`config.mk`:
```
export PLATFORM = sky130hd
export DESIGN_NAME = multicycle_cu_flat
export DESIGN_NICKNAME = d
export VERILOG_FILES = /design/src/rtl/cu_pkg.sv /design/src/rtl/multicycle_cu_if.sv /design/src/rtl/alu_decoder.sv /design/src/rtl/multicycle_cu.sv /design/src/flat_wrapper.sv
export SDC_FILE = /design/constraint.sdc
export NUM_CORES = 1
export LEC_CHECK = 0
export CORE_ASPECT_RATIO = 0.9
export CORE_MARGIN = 4
export CORE_UTILIZATION = 40
export CTS_CLUSTER_SIZE = 24
export DETAILED_ROUTE_END_ITERATION = 6
export PLACE_DENSITY = 0.77
export SLEW_MARGIN = 5
export SYNTH_ARGS = -nofsm -noshare
export SYNTH_HDL_FRONTEND = slang
export SYNTH_SLANG_ARGS = --single-unit
```
`constraint.sdc`:
```
create_clock -name clk -period 1.7 [get_ports clk]
set_input_delay 0.255 -clock clk [delete_from_list [all_inputs] [get_ports clk]]
set_output_delay 0.255 -clock clk [all_outputs]
set_load 0.01 [all_outputs]
```
`src/rtl/cu_pkg.sv`:
```
// Shared types and encodings for the multi-cycle RV32I control unit:
// FSM states, opcodes, ALU operation codes and datapath mux selects.
package cu_pkg;

  typedef enum logic [3:0] {
    S_FETCH  = 4'd0,
    S_DECODE = 4'd1,
    S_MEMADR = 4'd2,
    S_MEMRD  = 4'd3,
    S_MEMWB  = 4'd4,
    S_MEMWR  = 4'd5,
    S_EXECR  = 4'd6,
    S_EXECI  = 4'd7,
    S_ALUWB  = 4'd8,
    S_BRANCH = 4'd9,
    S_JAL    = 4'd10,
    S_JALR   = 4'd11,
    S_JALWB  = 4'd12,
    S_LUI    = 4'd13,
    S_TRAP   = 4'd14
  } state_t;

  localparam logic [6:0] OP_R      = 7'b0110011;
  localparam logic [6:0] OP_I      = 7'b0010011;
  localparam logic [6:0] OP_LOAD   = 7'b0000011;
  localparam logic [6:0] OP_STORE  = 7'b0100011;
  localparam logic [6:0] OP_BRANCH = 7'b1100011;
  localparam logic [6:0] OP_JAL    = 7'b1101111;
  localparam logic [6:0] OP_JALR   = 7'b1100111;
  localparam logic [6:0] OP_LUI    = 7'b0110111;

  localparam logic [3:0] ALU_ADD   = 4'd0;
  localparam logic [3:0] ALU_SUB   = 4'd1;
  localparam logic [3:0] ALU_AND   = 4'd2;
  localparam logic [3:0] ALU_OR    = 4'd3;
  localparam logic [3:0] ALU_XOR   = 4'd4;
  localparam logic [3:0] ALU_SLT   = 4'd5;
  localparam logic [3:0] ALU_SLTU  = 4'd6;
  localparam logic [3:0] ALU_SLL   = 4'd7;
  localparam logic [3:0] ALU_SRL   = 4'd8;
  localparam logic [3:0] ALU_SRA   = 4'd9;
  localparam logic [3:0] ALU_PASSB = 4'd10;

  localparam logic [2:0] IMM_I = 3'b000;
  localparam logic [2:0] IMM_S = 3'b001;
  localparam logic [2:0] IMM_B = 3'b010;
  localparam logic [2:0] IMM_U = 3'b011;
  localparam logic [2:0] IMM_J = 3'b100;

  localparam logic [1:0] SRCA_PC    = 2'b00;
  localparam logic [1:0] SRCA_OLDPC = 2'b01;
  localparam logic [1:0] SRCA_RS1   = 2'b10;

  localparam logic [1:0] SRCB_RS2  = 2'b00;
  localparam logic [1:0] SRCB_IMM  = 2'b01;
  localparam logic [1:0] SRCB_FOUR = 2'b10;

  localparam logic [1:0] RES_ALUOUT = 2'b00;
  localparam logic [1:0] RES_MEM    = 2'b01;
  localparam logic [1:0] RES_ALU    = 2'b10;

  // funct3 010/011 are not defined for conditional branches.
  function automatic logic branch_f3_legal(input logic [2:0] f3);
    return !(f3 == 3'b010 || f3 == 3'b011);
  endfunction

endpackage

```
`src/rtl/multicycle_cu_if.sv`:
```
// Shared instruction/data memory port. A request is outstanding while
// mem_req=1 and completes in the cycle the memory drives mem_ready=1.
interface multicycle_cu_if;
  logic mem_req;
  logic MemWrite;
  logic mem_ready;

  modport master (output mem_req, output MemWrite, input mem_ready);
  modport slave  (input mem_req, input MemWrite, output mem_ready);
endinterface

```
`src/rtl/alu_decoder.sv`:
```
// Maps funct3/funct7 to an ALU operation for register and immediate ALU ops.
module alu_decoder
  import cu_pkg::*;
(
  input  logic [2:0] funct3_i,
  input  logic       funct7_i,
  input  logic       is_rtype_i,
  output logic [3:0] alu_ctrl_o
);

  always_comb begin
    alu_ctrl_o = ALU_ADD;
    case (funct3_i)
      3'b000: alu_ctrl_o = (is_rtype_i && funct7_i) ? ALU_SUB : ALU_ADD;
      3'b001: alu_ctrl_o = ALU_SLL;
      3'b010: alu_ctrl_o = ALU_SLT;
      3'b011: alu_ctrl_o = ALU_SLTU;
      3'b100: alu_ctrl_o = ALU_XOR;
      3'b101: alu_ctrl_o = funct7_i ? ALU_SRA : ALU_SRL;
      3'b110: alu_ctrl_o = ALU_OR;
      default: alu_ctrl_o = ALU_AND;
    endcase
  end

endmodule

```
`src/rtl/multicycle_cu.sv`:
```
// Multi-cycle RV32I control unit: sequences fetch/decode/execute/memory/
// writeback over a req/ready memory port and traps on illegal ops or timeouts.
module multicycle_cu
  import cu_pkg::*;
#(
  parameter int ALUCTRL_W   = 4,
  parameter int MEM_TIMEOUT = 16,
  parameter int CNT_W       = 5
) (
  input  logic                 clk,
  input  logic                 rst,
  input  logic [6:0]           opcode,
  input  logic [2:0]           funct3,
  input  logic                 funct7,
  input  logic                 EQ,
  input  logic                 LT,
  input  logic                 LTU,
  multicycle_cu_if.master      mem,
  output logic                 AdrSrc,
  output logic                 IRWrite,
  output logic                 PCWrite,
  output logic [2:0]           ImmSrc,
  output logic [1:0]           ALUSrcA,
  output logic [1:0]           ALUSrcB,
  output logic [ALUCTRL_W-1:0] ALUctrl,
  output logic [1:0]           ResultSrc,
  output logic                 RegWrite,
  output logic                 fault,
  output logic [3:0]           state_o
);

  state_t           state_q, state_d;
  logic [CNT_W-1:0] cnt_q, cnt_d;
  logic [3:0]       alu_dec;
  logic [3:0]       alu_sel;
  logic             mem_req_c, mem_write_c;
  logic             wait_st, timeout, taken;

  alu_decoder u_alu_dec (
    .funct3_i   (funct3),
    .funct7_i   (funct7),
    .is_rtype_i (state_q == S_EXECR),
    .alu_ctrl_o (alu_dec)
  );

  assign wait_st = (state_q == S_FETCH) || (state_q == S_MEMRD) || (state_q == S_MEMWR);
  assign timeout = (MEM_TIMEOUT != 0) && wait_st && !mem.mem_ready &&
                   (cnt_q == CNT_W'(MEM_TIMEOUT - 1));

  always_comb begin
    taken = 1'b0;
    case (funct3)
      3'b000: taken = EQ;
      3'b001: taken = !EQ;
      3'b100: taken = LT;
      3'b101: taken = !LT;
      3'b110: taken = LTU;
      3'b111: taken = !LTU;
      default: taken = 1'b0;
    endcase
  end

  always_comb begin
    state_d     = state_q;
    mem_req_c   = 1'b0;
    mem_write_c = 1'b0;
    AdrSrc      = 1'b0;
    IRWrite     = 1'b0;
    PCWrite     = 1'b0;
    ImmSrc      = IMM_I;
    ALUSrcA     = SRCA_PC;
    ALUSrcB     = SRCB_RS2;
    alu_sel     = ALU_ADD;
    ResultSrc   = RES_ALUOUT;
    RegWrite    = 1'b0;
    case (state_q)
      S_FETCH: begin
        mem_req_c = 1'b1;
        ALUSrcB   = SRCB_FOUR;
        ResultSrc = RES_ALU;
        if (mem.mem_ready) begin
          IRWrite = 1'b1;
          PCWrite = 1'b1;
          state_d = S_DECODE;
        end
      end
      S_DECODE: begin
        // Branch/JAL target is computed here and parked in ALUOut.
        ALUSrcA = SRCA_OLDPC;
        ALUSrcB = SRCB_IMM;
        ImmSrc  = (opcode == OP_JAL) ? IMM_J : IMM_B;
        case (opcode)
          OP_LOAD, OP_STORE: state_d = S_MEMADR;
          OP_R:              state_d = S_EXECR;
          OP_I:              state_d = S_EXECI;
          OP_BRANCH:         state_d = branch_f3_legal(funct3) ? S_BRANCH : S_TRAP;
          OP_JAL:            state_d = S_JAL;
          OP_JALR:           state_d = S_JALR;
          OP_LUI:            state_d = S_LUI;
          default:           state_d = S_TRAP;
        endcase
      end
      S_MEMADR: begin
        ALUSrcA = SRCA_RS1;
        ALUSrcB = SRCB_IMM;
        ImmSrc  = (opcode == OP_STORE) ? IMM_S : IMM_I;
        state_d = (opcode == OP_STORE) ? S_MEMWR : S_MEMRD;
      end
      S_MEMRD: begin
        mem_req_c = 1'b1;
        AdrSrc    = 1'b1;
        if (mem.mem_ready) state_d = S_MEMWB;
      end
      S_MEMWB: begin
        ResultSrc = RES_MEM;
        RegWrite  = 1'b1;
        state_d   = S_FETCH;
      end
      S_MEMWR: begin
        mem_req_c   = 1'b1;
        mem_write_c = 1'b1;
        AdrSrc      = 1'b1;
        if (mem.mem_ready) state_d = S_FETCH;
      end
      S_EXECR, S_EXECI: begin
        ALUSrcA = SRCA_RS1;
        ALUSrcB = (state_q == S_EXECI) ? SRCB_IMM : SRCB_RS2;
        alu_sel = alu_dec;
        state_d = S_ALUWB;
      end
      S_ALUWB: begin
        RegWrite = 1'b1;
        state_d  = S_FETCH;
      end
      S_BRANCH: begin
        ALUSrcA = SRCA_RS1;
        alu_sel = ALU_SUB;
        PCWrite = taken;
        state_d = S_FETCH;
      end
      S_JAL: begin
        ALUSrcA = SRCA_OLDPC;
        ALUSrcB = SRCB_FOUR;
        PCWrite = 1'b1;
        state_d = S_ALUWB;
      end
      S_JALR: begin
        ALUSrcA   = SRCA_RS1;
        ALUSrcB   = SRCB_IMM;
        ResultSrc = RES_ALU;
        PCWrite   = 1'b1;
        state_d   = S_JALWB;
      end
      S_JALWB: begin
        ALUSrcA   = SRCA_OLDPC;
        ALUSrcB   = SRCB_FOUR;
        ResultSrc = RES_ALU;
        RegWrite  = 1'b1;
        state_d   = S_FETCH;
      end
      S_LUI: begin
        ALUSrcB = SRCB_IMM;
        ImmSrc  = IMM_U;
        alu_sel = ALU_PASSB;
        state_d = S_ALUWB;
      end
      default: state_d = S_TRAP;
    endcase
    // A late mem_ready in the final allowed cycle still completes normally.
    if (timeout) state_d = S_TRAP;
  end

  always_comb begin
    cnt_d = cnt_q + 1'b1;
    if (state_d != state_q || mem.mem_ready || !wait_st) cnt_d = '0;
  end

  always_ff @(posedge clk or posedge rst) begin
    if (rst) begin
      state_q <= S_FETCH;
      cnt_q   <= '0;
    end else begin
      state_q <= state_d;
      cnt_q   <= cnt_d;
    end
  end

  assign mem.mem_req  = mem_req_c;
  assign mem.MemWrite = mem_write_c;
  assign ALUctrl      = ALUCTRL_W'(alu_sel);
  assign fault        = (state_q == S_TRAP);
  assign state_o      = state_q;

endmodule
```
`src/flat_wrapper.sv`:
```
// flat-port wrapper written by rule: the top's interface ports become plain ports
module multicycle_cu_flat import cu_pkg::*;
#(
  parameter int ALUCTRL_W   = 4,
  parameter int MEM_TIMEOUT = 16,
  parameter int CNT_W       = 5
)
  (clk, rst, opcode, funct3, funct7, EQ, LT, LTU, AdrSrc, IRWrite, PCWrite, ImmSrc, ALUSrcA, ALUSrcB, ALUctrl, ResultSrc, RegWrite, fault, state_o, mem_mem_req, mem_MemWrite, mem_mem_ready);
  multicycle_cu_if mem_i ();
  input  logic clk;
  input  logic rst;
  input  logic [6:0] opcode;
  input  logic [2:0] funct3;
  input  logic funct7;
  input  logic EQ;
  input  logic LT;
  input  logic LTU;
  output logic AdrSrc;
  output logic IRWrite;
  output logic PCWrite;
  output logic [2:0] ImmSrc;
  output logic [1:0] ALUSrcA;
  output logic [1:0] ALUSrcB;
  output logic [ALUCTRL_W-1:0] ALUctrl;
  output logic [1:0] ResultSrc;
  output logic RegWrite;
  output logic fault;
  output logic [3:0] state_o;
  output wire logic [$bits(mem_i.mem_req)-1:0] mem_mem_req;
  output wire logic [$bits(mem_i.MemWrite)-1:0] mem_MemWrite;
  input wire logic [$bits(mem_i.mem_ready)-1:0] mem_mem_ready;
  assign mem_mem_req = mem_i.mem_req;
  assign mem_MemWrite = mem_i.MemWrite;
  assign mem_i.mem_ready = mem_mem_ready;
  multicycle_cu #(.ALUCTRL_W(ALUCTRL_W), .MEM_TIMEOUT(MEM_TIMEOUT), .CNT_W(CNT_W)) u_core (.clk(clk), .rst(rst), .opcode(opcode), .funct3(funct3), .funct7(funct7), .EQ(EQ), .LT(LT), .LTU(LTU), .mem(mem_i), .AdrSrc(AdrSrc), .IRWrite(IRWrite), .PCWrite(PCWrite), .ImmSrc(ImmSrc), .ALUSrcA(ALUSrcA), .ALUSrcB(ALUSrcB), .ALUctrl(ALUctrl), .ResultSrc(ResultSrc), .RegWrite(RegWrite), .fault(fault), .state_o(state_o));
endmodule
```
==> results of run 1 <==
## per-stage QoR
step                      area, um2  std cells
after floorplan                1070        149
after global placement         1810        253
after detailed placement       1810        253
after CTS                      2120        283
after global routing           2280        289
final                          2280        290
## layer usage
| metal | vias up | GRT usage, % | share of wire, % |
|---|---|---|---|
| li1 | 763 | - | - |
| met1 | 872 | 33.3 | 40 |
| met2 | 127 | 52.6 | 47 |
| met3 | 32 | 5.51 | 7.6 |
| met4 | 0 | 13.5 | 5.2 |
| met5 | - | 0 | 0 |
## report_power, final
| part | total (mW) | switching (mW) | internal, mW |
|---|---|---|---|
| logic | 0.142 | 0.0651 | 0.0774 |
| clock network | 0.176 | 0.0887 | 0.0874 |
| registers | 0.214 | 0 | 0.214 |
| total | 0.533 | 0.154 | 0.379 |
## critical path, cell delays in order, from the launching register on
cell and delay, ns:
sky130_fd_sc_hd__dfrtp_2 0.43, sky130_fd_sc_hd__buf_6 0.13, sky130_fd_sc_hd__nand2b_4 0.07, sky130_fd_sc_hd__o31ai_4 0.24
sky130_fd_sc_hd__a21oi_2 0.09, sky130_fd_sc_hd__o32ai_2 0.30, sky130_fd_sc_hd__buf_2 0.19
## worst min path at each step
stage	slack [ns]	to	depth (start not counted)	startpoint
after global placement	0.51	u_core.cnt_q[0]	2	u_core.cnt_q[0]
final	0.27	u_core.state_o[0]	2	rst
after CTS	0.25	u_core.cnt_q[1]	2	rst
after global routing	0.31	u_core.cnt_q[2]	2	rst
after detailed placement	0.53	u_core.cnt_q[1]	2	rst
after floorplan	0.08	u_core.cnt_q[0]	1	rst
## cell usage after synthesis (2+ instances only)
cell / instances
sky130_fd_sc_hd__nor2_1: 18
sky130_fd_sc_hd__nand2_1: 15
sky130_fd_sc_hd__o21ai_0: 11
sky130_fd_sc_hd__nand2b_1: 10
sky130_fd_sc_hd__dfrtp_1: 9
sky130_fd_sc_hd__a21oi_1: 8
sky130_fd_sc_hd__buf_2: 7
sky130_fd_sc_hd__inv_1: 5
sky130_fd_sc_hd__nor3_1: 5
sky130_fd_sc_hd__nor3b_1: 5
sky130_fd_sc_hd__xor2_1: 4
sky130_fd_sc_hd__a21boi_0: 3
sky130_fd_sc_hd__and3_1: 3
sky130_fd_sc_hd__clkbuf_1: 3
sky130_fd_sc_hd__nand3b_1: 3
sky130_fd_sc_hd__nand4_1: 3
sky130_fd_sc_hd__nor2b_1: 3
sky130_fd_sc_hd__xnor2_1: 3
sky130_fd_sc_hd__a21o_1: 2
sky130_fd_sc_hd__a31oi_1: 2
sky130_fd_sc_hd__ha_1: 2
sky130_fd_sc_hd__nand3_1: 2
sky130_fd_sc_hd__nand4b_1: 2
sky130_fd_sc_hd__nand4bb_1: 2
sky130_fd_sc_hd__o22ai_1: 2
sky130_fd_sc_hd__or2_2: 2
## registers in the layout, indices dropped and copies added (netlist names)
register	cells
u_core.state_o	4
u_core.cnt_q	5
## logic make-up (layout without fill, tap and decap cells)
family          Yosys count  after routing  share of synthesized area [%]
simple gates             76             76                           39.1
compound gates           36             36                           21.4
buf+inv                  16            128                           6.79
flops                     9              9                           21.1
xor+xnor                  8              8                           7.26
fa+ha+maj                 2              2                           2.34
mux                       2              2                           1.99
other cells               0              1                              0
## cell type report
type	instances	area, um2	share of cell area (%)
antenna	1	2.50	0.110
clock buffer	3	22.5	0.986
sequential	9	228	9.97
multi-input combinational	124	1020	44.7
clock inverter	1	5.00	0.219
timing repair buffer	119	951	41.6
tap	28	35.0	1.53
inverter	5	18.8	0.822
## what timing repair did
action,CTS,global route
gates cloned,0,0
hold buffers,0,0
pin swaps,14,28
resized for setup,134,54
setup buffers,27,10
endpoints found under the setup margin,28,28
==> summary.md, run 1 <==
| Metric | Value |
|---|---|
| Outcome | `finished with violations` |
| Failing checks | `negative setup slack` |
| Area leader, netlist | `sky130_fd_sc_hd__dfrtp_1` |
| Most used DFF post-synth | `sky130_fd_sc_hd__dfrtp_1` |
| Clock latency at the later pin of the worst-skew pair | `0.28 ns` |
| Area of the mapped netlist | `1070 um2` |
| Weighted congestion reported at the end of routability-driven placement | `0.904` |
| Worst setup path category | `flop to output port` |
| Fill cells | `93` |
| Num Clock Sinks | `9` |
| Share of post-route cells with drive strength above 1 | `59.4%` |
| Die outline area | `3560 um2` |
| Nature of the critical path endpoint | `output port` |
| Post-Place Worst Slack | `-0.585 ns` |
| Crit-path max FO | `5` |
| Unrepaired setup endpoints after global routing | `yes` |
| First-pass detailed-route iteration total | `4` |
| Setup crit end | `ALUctrl[0]` |
| Average size of a mapped cell | `7.17 um2` |
| Post-DP HPWL | `3.27 mm` |
| Routed WL | `6.26 mm` |
| Post-synthesis sequential element count | `9` |
| Effective utilization at floorplan | `42.6%` |
| Count of different cell masters after synthesis | `41` |
| CTS tree | `yes` |
| Residual antenna-violating net count after detailed routing | `0` |
| Top cells by area in the synthesized netlist | `sky130_fd_sc_hd__dfrtp_1 (21%), sky130_fd_sc_hd__nor2_1 (6.3%), sky130_fd_sc_hd__nand2b_1 (5.9%), sky130_fd_sc_hd__nand2_1 (5.3%), sky130_fd_sc_hd__o21ai_0 (5.2%)` |
| Maximum capacitance violations | `0` |
| Number of vias after detailed routing | `1,794` |
| Number of antenna violations at the first check in global routing | `0` |
| Cell Rows | `17` |
| Crit path launch | `u_core.state_o[1]` |
| Port Buf Inserts | `40` |
| CTS Root Buffer Type | `sky130_fd_sc_hd__clkbuf_4` |
| Static power due to leakage | `1.10 nW` |
| Placeable core region | `2510 um2` |
| Worst hold-check path type | `input port to asynchronous set/reset pin` |
| FFs w/ async S/R, synth | `100%` |
| First-pass GRT wire length | `8.22 mm` |
| Area share of the largest cell type after synthesis | `21.1%` |
| Die span in x | `62.5 um` |
| Post-synth EDFFs | `0` |
| Power per cell area | `233 nW/um2` |
| Fmax | `506 MHz` |
| Global-route congestion overflow total | `0` |
| Post-Route Skew | `0.00674 ns` |
| CTS Buffer Depth | `2` |
| Worst EP arrival | `1.72 ns` |
| Total Power Consumption | `0.533 mW` |
| Boundary Pins | `41` |
| # H-tree levels | `1` |
| Via count of the first global-routing pass | `1,716` |
| Final Hold Slack | `0.272 ns` |
| Area added between synthesis and finish | `114%` |
| Data required, critical path | `1.44 ns` |
| Final Net Count | `281` |
| Most common library cell in the layout ignoring fill and taps | `sky130_fd_sc_hd__buf_4` |
| Endpoint of the lowest-slack register-to-register path | `u_core.cnt_q[4]` |
| IR Drop Worst-Case VDD | `415 uV` |
| Largest net degree at the start of global routing | `10` |
| Final setup TNS | `-3.03 ns` |
| Least setup slack across all paths after layout | `-0.275 ns` |
| Period minus WS final | `1.97 ns` |
| Most frequent cells in the layout | `sky130_fd_sc_hd__buf_4 (64), sky130_fd_sc_hd__buf_2 (17), sky130_fd_sc_hd__buf_6 (16)` |
| Number of buffers added by the clock tree synthesis step | `3` |
| Wire per inst | `21.6 um` |
| Die Height | `57.0 um` |
| Kind of launch point of the worst setup path | `flop` |
| Total track usage | `29.0%` |
| Reg clk slew, reported paths | `0.07 ns` |
| Slew at the pin closest to its max-slew limit | `0.421 ns` |
| Ratio of final minimum period to clock period | `116%` |
| Number of standard cells after synthesis | `149` |
| Reg2reg setup slack | `-0.16 ns` |
| Residual DRC | `0` |
| Reg2Reg Depth | `7` |
| DRT iter0 DRCs | `169` |
| Average vias per placed instance | `6.19` |
| Ys Warns | `0` |
| Synthesized net count | `168` |
| Worst reg2reg path startpoint | `u_core.state_o[2]` |
| Max-slew headroom at the worst pin | `71.6%` |
| Final setup violation count | `25` |
| Part of the Yosys area used for sequential elements | `21.1%` |
| Hold violation count in the final report | `0` |
| Finished Core Util | `91.0%` |
| Final max-slew violation count | `0` |
No activity file was read; power rests on OpenSTA's default activity.
==> run 2: changes to the inputs <==
--- a/config.mk
+++ b/config.mk
@@ -5,13 +5,14 @@
 export SDC_FILE = /design/constraint.sdc
 export NUM_CORES = 1
 export LEC_CHECK = 0
+export CAP_MARGIN = 20
 export CORE_ASPECT_RATIO = 0.9
 export CORE_MARGIN = 4
 export CORE_UTILIZATION = 40
 export CTS_CLUSTER_SIZE = 24
 export DETAILED_ROUTE_END_ITERATION = 6
 export PLACE_DENSITY = 0.77
-export SLEW_MARGIN = 5
+export SLEW_MARGIN = 20
 export SYNTH_ARGS = -nofsm -noshare
 export SYNTH_HDL_FRONTEND = slang
 export SYNTH_SLANG_ARGS = --single-unit
==> results of run 2 <==
The final DEF is identical to that of run 1; final timing and power are the same.
==> run 3: changes to the inputs <==
--- a/config.mk
+++ b/config.mk
@@ -5,7 +5,6 @@
 export SDC_FILE = /design/constraint.sdc
 export NUM_CORES = 1
 export LEC_CHECK = 0
-export CAP_MARGIN = 20
 export CORE_ASPECT_RATIO = 0.9
 export CORE_MARGIN = 4
 export CORE_UTILIZATION = 40
==> results of run 3 <==
The final DEF is identical to that of run 1; final timing and power are the same.
